**src/rtl/adc_sclk_burst_gen.sv**
```systemverilog
// SPI serial-clock generator for the ADC front end: programmable half-period,
// burst or continuous framing, and edge strobes so all shifting runs on clk_clk.
module adc_sclk_burst_gen #(
  parameter int DIV_W = 8,
  parameter int CNT_W = 6,
  parameter bit CPOL  = 1'b0
) (
  input  logic             clk_clk,
  input  logic             reset,
  input  logic [DIV_W-1:0] half_period,
  input  logic [CNT_W-1:0] burst_len,
  input  logic             continuous,
  input  logic             start,
  input  logic             stop,
  output logic             SCLK,
  output logic             PE_SCLK,
  output logic             NE_SCLK,
  output logic             busy,
  output logic             done,
  output logic [CNT_W-1:0] edge_count
);

  typedef enum logic [1:0] {IDLE, RUN, TAIL} state_t;

  state_t           state;
  logic [DIV_W-1:0] div;
  logic [DIV_W-1:0] h_lat;
  logic [CNT_W-1:0] n_lat;
  logic [CNT_W-1:0] edge_cnt;
  logic             cont_lat;
  logic             stop_pend;
  logic             sclk_q;
  logic             done_q;

  logic toggle;
  logic trailing;
  logic stop_req;
  logic last_edge;
  logic early_stop;

  // With H=0 the leading edge of an idle-level cycle is already strobed, so a
  // stop there lets that SCLK cycle complete instead of exiting immediately.
  always_comb begin
    toggle     = (state == RUN) && (div == h_lat);
    trailing   = toggle && (sclk_q != CPOL);
    stop_req   = stop || stop_pend;
    last_edge  = trailing &&
                 (stop_req || (!cont_lat && (CNT_W'(edge_cnt + CNT_W'(1)) == n_lat)));
    early_stop = (state == RUN) && stop_req && (sclk_q == CPOL) &&
                 (div == '0) && (h_lat != '0);
  end

  assign SCLK       = sclk_q;
  assign PE_SCLK    = toggle && !sclk_q;
  assign NE_SCLK    = toggle && sclk_q;
  assign busy       = (state != IDLE);
  assign done       = done_q;
  assign edge_count = edge_cnt;

  always_ff @(posedge clk_clk) begin
    if (reset) begin
      state     <= IDLE;
      div       <= '0;
      h_lat     <= '0;
      n_lat     <= '0;
      cont_lat  <= 1'b0;
      stop_pend <= 1'b0;
      edge_cnt  <= '0;
      sclk_q    <= CPOL;
      done_q    <= 1'b0;
    end else begin
      done_q <= 1'b0;
      case (state)
        IDLE: begin
          sclk_q <= CPOL;
          if (start) begin
            h_lat     <= half_period;
            n_lat     <= burst_len;
            cont_lat  <= continuous;
            div       <= '0;
            edge_cnt  <= '0;
            stop_pend <= 1'b0;
            state     <= (!continuous && (burst_len == '0)) ? TAIL : RUN;
          end
        end
        RUN: begin
          if (stop) stop_pend <= 1'b1;
          if (early_stop) begin
            div   <= '0;
            state <= TAIL;
          end else if (toggle) begin
            sclk_q <= ~sclk_q;
            div    <= '0;
            if (trailing) edge_cnt <= edge_cnt + CNT_W'(1);
            if (last_edge) state <= TAIL;
          end else begin
            div <= div + DIV_W'(1);
          end
        end
        TAIL: begin
          // Chip-select hold: SCLK parked at idle level for H+1 cycles.
          if (div == h_lat) begin
            div    <= '0;
            done_q <= 1'b1;
            state  <= IDLE;
          end else begin
            div <= div + DIV_W'(1);
          end
        end
        default: state <= IDLE;
      endcase
    end
  end

endmodule

```
**config.mk**
```make
export PLATFORM = sky130hd
export DESIGN_NAME = adc_sclk_burst_gen
export DESIGN_NICKNAME = d
export VERILOG_FILES = /design/src/rtl/adc_sclk_burst_gen.sv
export SDC_FILE = /design/constraint.sdc
export NUM_CORES = 1
export LEC_CHECK = 0
export ABC_AREA = 1
export BUFFER_PORTS_ARGS = -buffer_cell sky130_fd_sc_hd__buf_2
export CAP_MARGIN = 20
export CORE_ASPECT_RATIO = 0.5
export CORE_MARGIN = 2
export CORE_UTILIZATION = 35
export CTS_BUF_LIST = sky130_fd_sc_hd__clkbuf_16
export DETAILED_ROUTE_END_ITERATION = 6
export PLACE_DENSITY_LB_ADDON = 0.1
export SYNTH_ARGS = -nofsm -noshare
export SYNTH_HDL_FRONTEND = slang
export SYNTH_SLANG_ARGS = --single-unit
```
**constraint.sdc**
```tcl
create_clock -name clk_clk -period 1.6 [get_ports clk_clk]
set_input_delay 0.16 -clock clk_clk [delete_from_list [all_inputs] [get_ports clk_clk]]
set_output_delay 0.16 -clock clk_clk [all_outputs]
set_load 0.005 [all_outputs]
```
# Word level (Yosys, flattened, before mapping)
# Cells that the tools add are included.
[word_totals] mem_bits_ro=0 mem_bits_rw=0 latch_bits=0 n_memories=0 output_inout_bits=11 in_bits=19 ff_bits=34
[classes] n_addsub=2 div=0 shifts=0 magnitude_cmp=0 mux=24 n_bitwise=2 n_eq_ne=12 multipliers=0 n_reduce_logical=29
[ops] op="2-to-1 mux 8 bit" n=4
[ops] op="2-to-1 mux 6 bit" n=4
[ops] op="one-hot mux 8 bit (3 select lines)" n=1
[ops] op="2-to-1 mux 2 bit" n=6
[ops] op="inequality test 2 bit (second input constant)" n=6
[ops] op="one-hot mux 6 bit (2 select lines)" n=1
[ops] op="logical AND 1 bit" n=10
[ops] op="adder 8 x 1 -> 8 bit (second input constant)" n=1
[ops] op="== test 8 bit" n=1
[ops] op="zero test 8 bit" n=1
[ops] op="nonzero test 8 bit" n=1
[ops] op="adder 6 x 1 -> 6 bit (second input constant)" n=1
[ops] op="== test 6 bit" n=1
[ops] op="zero test 6 bit" n=1
[ops] op="inequality test 3 bit (second input constant)" n=2
[ops] op="one-hot mux 2 bit (3 select lines)" n=1
[ops] op="AND reduction 3 bit" n=2
[ops] op="2-to-1 mux 1 bit" n=5
[ops] op="AND reduction 5 bit" n=1
[ops] op="one-hot mux 1 bit (2 select lines)" n=2
[ops] op="AND reduction 2 bit" n=2
[ops] op="AND reduction 4 bit" n=1
[ops] op="nonzero test 2 bit" n=2
[ops] op="zero test 1 bit" n=3
[ops] op="7 further kinds" n=9

# Longest topological paths before layout
[depth] word_depth=9 depth_mapped=16

# Least setup slack after synthesis
# Ideal clock, no wire load.
[synth_timing] path_kind="register -> register" start="register state[0]" end="register div[7]" path_stages_with_launch=12 path_slack_ns=-0.023 period_less_slack_ns=1.623 t_required_ns=1.483 n_path_buf=0 t_arrival_ns=1.506 path_cell_list="dfxtp_1 -> inv_1 -> ha_1 -> nand2_1 -> inv_2 -> a21oi_2 -> inv_2 -> nand2_1 -> nor3_2 -> nand2_1 -> xor2_1 -> nor2_1"
[synth_between] elab_chain_cells=7 word_cells_on_any_way=14
[synth_rtl] item="from (decl)" line="25" text="state_t state;"
[synth_rtl] item="from (signal assigned)" line="83" text="state <= (!continuous && (burst_len == '0)) ? TAIL : RUN;"
[synth_rtl] item="== test 2 x 1 -> 1 bit" line="44, 49, 73"
[synth_rtl] item="logical AND 1 bit (3 in series)" line="49" text="early_stop = (state == RUN) && stop_req && (sclk_q == CPOL) &&"
[synth_rtl] item="logical AND 1 bit" line="50" text="(div == '0) && (h_lat != '0);"
[synth_rtl] item="2-to-1 mux 8 bit" line="88" text="if (early_stop) begin"
[synth_rtl] item="one-hot mux 8 bit (3 select lines)" line="73" text="case (state)"
[synth_rtl] item="to (signal assigned)" line="97" text="div <= div + DIV_W'(1);"
[synth_rtl] item="to (signal assigned)" line="107" text="div <= div + DIV_W'(1);"
[synth_rtl] item="to (decl)" line="26" text="logic [DIV_W-1:0] div;"
# Several ways; a longest one is shown, not always the timed one.
# A chain may end at the register's enable or synchronous reset.

# Worst setup path after layout
[layout_timing] start="register div[0]" end="output port PE_SCLK"
[layout_between] elab_chain_cells=3
[layout_rtl] item="== test 8 bit" line="44" text="toggle = (state == RUN) && (div == h_lat);"
[layout_rtl] item="logical AND 1 bit" line="44"
[layout_rtl] item="logical AND 1 bit" line="54" text="assign PE_SCLK = toggle && !sclk_q;"
[layout_rtl] item="to (decl)" line="16" text="output logic PE_SCLK,"
# No other way between the ends.

==> impl_metrics.xml <==
<?xml version="1.0" encoding="UTF-8"?>
<metrics>
  <group name="clock_tree">
    <metric name="clock_sinks" unit="">34</metric>
    <metric name="root_buffer_cell" unit="">sky130_fd_sc_hd__clkbuf_16</metric>
    <metric name="cts.htree.levels" unit="">2</metric>
    <metric name="cts_buffers" unit="">5</metric>
    <metric name="ctsLongestPathBuffers" unit="">2</metric>
    <metric name="clk_latency" unit="ns">0.28</metric>
    <metric name="cts-hold-fix-buffers" unit="">0</metric>
    <metric name="clk_transition_reported_paths" unit="ns">0.05</metric>
    <metric name="tritoncts_clock_tree" unit="">yes</metric>
  </group>
  <group name="floorplanning">
    <metric name="core-area" unit="um2">5040</metric>
    <metric name="initial_core_util" unit="">0.372</metric>
    <metric name="die_area" unit="um2">6000</metric>
    <metric name="die_y" unit="um">55.8</metric>
    <metric name="floorplan.io_pins" unit="">30</metric>
    <metric name="die_width" unit="um">108</metric>
    <metric name="floorplan.rows" unit="">18</metric>
  </group>
  <group name="synthesis">
    <metric name="synthCells" unit="">273</metric>
    <metric name="synth_seq_area_share" unit="">0.363</metric>
    <metric name="postSynthRegisterBits" unit="">34</metric>
    <metric name="synth_nets" unit="">298</metric>
    <metric name="synth.cell_area" unit="um2">1880</metric>
    <metric name="yosys_warnings" unit="">0</metric>
    <metric name="synth.distinct_cells" unit="">29</metric>
    <metric name="post_synthesis_mean_instance_area" unit="um2">6.87</metric>
  </group>
  <group name="run_status">
    <metric name="run_status" unit="">finished with violations</metric>
    <metric name="failed_checks" unit="">setup timing</metric>
  </group>
  <group name="worst_setup_path">
    <metric name="critical_path.startpoint_type" unit="">flip-flop</metric>
    <metric name="cpPeakStageDelay" unit="ns">0.33</metric>
    <metric name="setup.reg_to_reg.worst_slack" unit="ns">-0.12</metric>
    <metric name="worst_setup_path_end_kind" unit="">primary output</metric>
    <metric name="ff2ff_path_depth" unit="">11</metric>
    <metric name="crit_start" unit="">div[0]$_SDFFE_PP0P_</metric>
    <metric name="timing.critical_path.fanout_max" unit="">3</metric>
    <metric name="timing.critical_path.arrival" unit="ns">1.58</metric>
    <metric name="crit-reg2reg-launch" unit="">div[0]$_SDFFE_PP0P_</metric>
    <metric name="crit-reg2reg-capture" unit="">edge_count[1]$_SDFFE_PP0P_</metric>
    <metric name="cp_data_required_time" unit="ns">1.44</metric>
    <metric name="crit_chain" unit="">buf_6, xnor2_2, nand2_1, nor2_1, nand2_2, buf_12, buf_4, nor3_2, buf_2</metric>
    <metric name="cp_slowest_cell" unit="">sky130_fd_sc_hd__dfxtp_2</metric>
    <metric name="critPathKind" unit="">flip-flop to primary output</metric>
    <metric name="cp-endpoint" unit="">PE_SCLK</metric>
  </group>
  <group name="sta">
    <metric name="final_number_of_max_transition_violations" unit="">0</metric>
    <metric name="fmax" unit="GHz">0.573</metric>
    <metric name="finalClockSkew" unit="ns">0.00296</metric>
    <metric name="tightestPinTransition" unit="ns">0.535</metric>
    <metric name="report.final.setup_viol" unit="">11</metric>
    <metric name="fin_crit" unit="ns">1.74</metric>
    <metric name="fin_crit_sh" unit="">1.09</metric>
    <metric name="timing.max_slew.rel_slack" unit="">0.643</metric>
    <metric name="setup_slack" unit="ns">-0.145</metric>
    <metric name="setup-tns-final" unit="ns">-1.01</metric>
    <metric name="final-hold-violation-count" unit="">0</metric>
    <metric name="grt_setup_unrepaired" unit="">true</metric>
  </group>
  <group name="placed_design">
    <metric name="place.detailed.instances" unit="">395</metric>
    <metric name="hpwl_dp" unit="um">3900</metric>
    <metric name="placement.io_buffers" unit="">29</metric>
    <metric name="place.gp.congestion" unit="">0.848</metric>
  </group>
  <group name="drt">
    <metric name="post-route-drc-count" unit="">0</metric>
    <metric name="drt-total-wl" unit="um">5460</metric>
    <metric name="antenna_left" unit="">0</metric>
    <metric name="drt_first_pass_iters" unit="">4</metric>
    <metric name="route.detailed.wl_per_inst" unit="um">13.2</metric>
    <metric name="dr.first_iter.drc_count" unit="">95</metric>
    <metric name="vias" unit="">2026</metric>
    <metric name="avgViaCountPerCell" unit="">4.91</metric>
  </group>
  <group name="power_and_ir_drop">
    <metric name="power.density_cell_area" unit="nW/um2">1850</metric>
    <metric name="internal-power" unit="W">0.00303</metric>
    <metric name="power.share.clock" unit="">0.179</metric>
    <metric name="power_frac_seq" unit="">0.246</metric>
    <metric name="power_switching_share" unit="">0.420</metric>
    <metric name="worst_supply_voltage_drop_on_vdd" unit="mV">0.714</metric>
    <metric name="overall_power_consumption" unit="W">0.00522</metric>
    <metric name="switching_power" unit="W">0.00219</metric>
    <metric name="power.share.combinational" unit="">0.575</metric>
    <metric name="total_leakage_power" unit="nW">1.24</metric>
  </group>
  <group name="global_routing">
    <metric name="grt_pass1_wl" unit="um">9020</metric>
    <metric name="grt_max_degree" unit="">24</metric>
    <metric name="grt_overflow_total" unit="">0</metric>
    <metric name="via_count_of_the_first_global_routing_pass" unit="">1912</metric>
    <metric name="grt_use_total" unit="">0.193</metric>
    <metric name="number_of_antenna_violations_at_the_first_check_in_global_routing" unit="">0</metric>
  </group>
  <group name="layout">
    <metric name="syn2layout_area_growth" unit="%">50.0</metric>
    <metric name="postLayoutCoreUtil" unit="">0.558</metric>
    <metric name="layout_commonest_cell" unit="">sky130_fd_sc_hd__nand2_1</metric>
    <metric name="antennaDiodeCount" unit="">0</metric>
    <metric name="final_cell_mix" unit="">sky130_fd_sc_hd__nand2_1, sky130_fd_sc_hd__nor2_1, sky130_fd_sc_hd__inv_1, sky130_fd_sc_hd__buf_4, sky130_fd_sc_hd__buf_2</metric>
    <metric name="fin_cells" unit="">413</metric>
    <metric name="final_layout_size_suffix_gt1_frac" unit="">0.397</metric>
    <metric name="num-nets-final" unit="">367</metric>
  </group>
  <group name="worst_hold_path">
    <metric name="hold_path.class" unit="">input port to flip-flop</metric>
  </group>
  <group name="flow_run">
    <metric name="maxCapViolCount" unit="">0</metric>
  </group>
</metrics>
[kinds of logic (layout without fill, tap and decap cells)]
| group | count (synthesis) | after routing | synth area share |
|---|---|---|---|
| fa+ha+maj | 6 | 6 | 0.0400 |
| xor+xnor | 8 | 8 | 0.0373 |
| buf+inv | 42 | 111 | 0.0880 |
| compound gates | 60 | 60 | 0.181 |
| flops | 34 | 34 | 0.363 |
| simple gates | 123 | 124 | 0.291 |
[power groups by stage]
| stage | logic (W) | registers, W | clock network [W] |
|---|---|---|---|
| 5_1_grt | 0.00331 | 0.00132 | 0.000975 |
| 3_3_place_gp | 0.00221 | 0.00125 | 0 |
| 3_5_place_dp | 0.00223 | 0.00126 | 0 |
| 6_report | 0.00300 | 0.00128 | 0.000934 |
| 4_1_cts | 0.00266 | 0.00126 | 0.000945 |
| 2_1_floorplan | 0.00137 | 0.00126 | 0 |
[worst max-delay path: cells and delay by family (launching register included)]
family / cells / cell delay (ns)
buffers and inverters: 4 / 0.51
flip-flops: 1 / 0.33
XOR/XNOR: 1 / 0.11
AND/OR/NAND/NOR: 4 / 0.35
[cells in the mapped netlist, drive strengths merged]
master    n  area [um2]
a211oi    1        7.51
nand4     5        31.3
xnor2     7        61.3
and2      1        6.26
or2       1        6.26
dfxtp    34         681
inv      37         139
nor3      7        45.0
buf       1        11.3
clkbuf    4        15.0
nor2     41         154
a2111oi   1        8.76
o31ai     1        7.51
nand3b    3        22.5
nand2    50         193
ha        6        75.1
o21ai    28         159
a21oi    29         156
nand3    13        75.1
nor3b     1        7.51
nor4      1        6.26
xor2      1        8.76
[how the worst min path moves through the flow]
stage                         from               endpoint  slack [ns]  depth (start not counted)
finish                       reset    div[1]$_SDFFE_PP0P_        0.12                          2
global route                 reset    div[1]$_SDFFE_PP0P_        0.13                          2
CTS                          reset    div[1]$_SDFFE_PP0P_        0.13                          2
detailed placement           reset    div[1]$_SDFFE_PP0P_        0.42                          2
global placement    half_period[0]  h_lat[0]$_SDFFE_PP0P_        0.41                          3
floorplan                    reset    div[1]$_SDFFE_PP0P_        0.23                          1
[state kept, by name (all words and copies together) (netlist names)]
signal / flops
cont_lat: 1
SCLK: 1
state: 2
h_lat: 8
div: 8
done: 1
edge_count: 6
stop_pend: 1
n_lat: 6
[per-layer routing]
| layer | part of all wire | routed length (um) | vias up | track usage |
|---|---|---|---|---|
| met4 | 0.016 | 90 | 0 | 0.0623 |
| li1 | - | - | 1028 | - |
| met5 | 0 | 0 | - | 0 |
| met2 | 0.46 | 2490 | 31 | 0.309 |
| met1 | 0.49 | 2680 | 957 | 0.255 |
| met3 | 0.038 | 205 | 10 | 0.0480 |
[per-stage QoR]
step           area, um2  setup WS, ns  hold WS, ns
6_report            2820        -0.145        0.123
3_3_place_gp        2330        -0.117        0.409
3_5_place_dp        2330        -0.131        0.417
2_1_floorplan       1890        0.0125        0.229
5_1_grt             2820        -0.204        0.132
4_1_cts             2650        -0.173        0.125
[repair_timing]
item / in CTS / in global routing
gates cloned: 1 / 0
setup endpoints to repair: 15 / 19
resized for setup: 32 / 38
setup buffers: 7 / 2
pin swaps: 11 / 23
[area by class of cell]
type | count | area (um2)
fillers | 491 | 2230
multi-input cells | 198 | 1250
clock buffers | 5 | 125
well taps | 70 | 87.6
inverters | 37 | 149
flip-flops and latches | 34 | 702
clock inverters | 3 | 12.5
repair buffers | 66 | 485
Note: power is estimated with default switching activity, not from simulation.
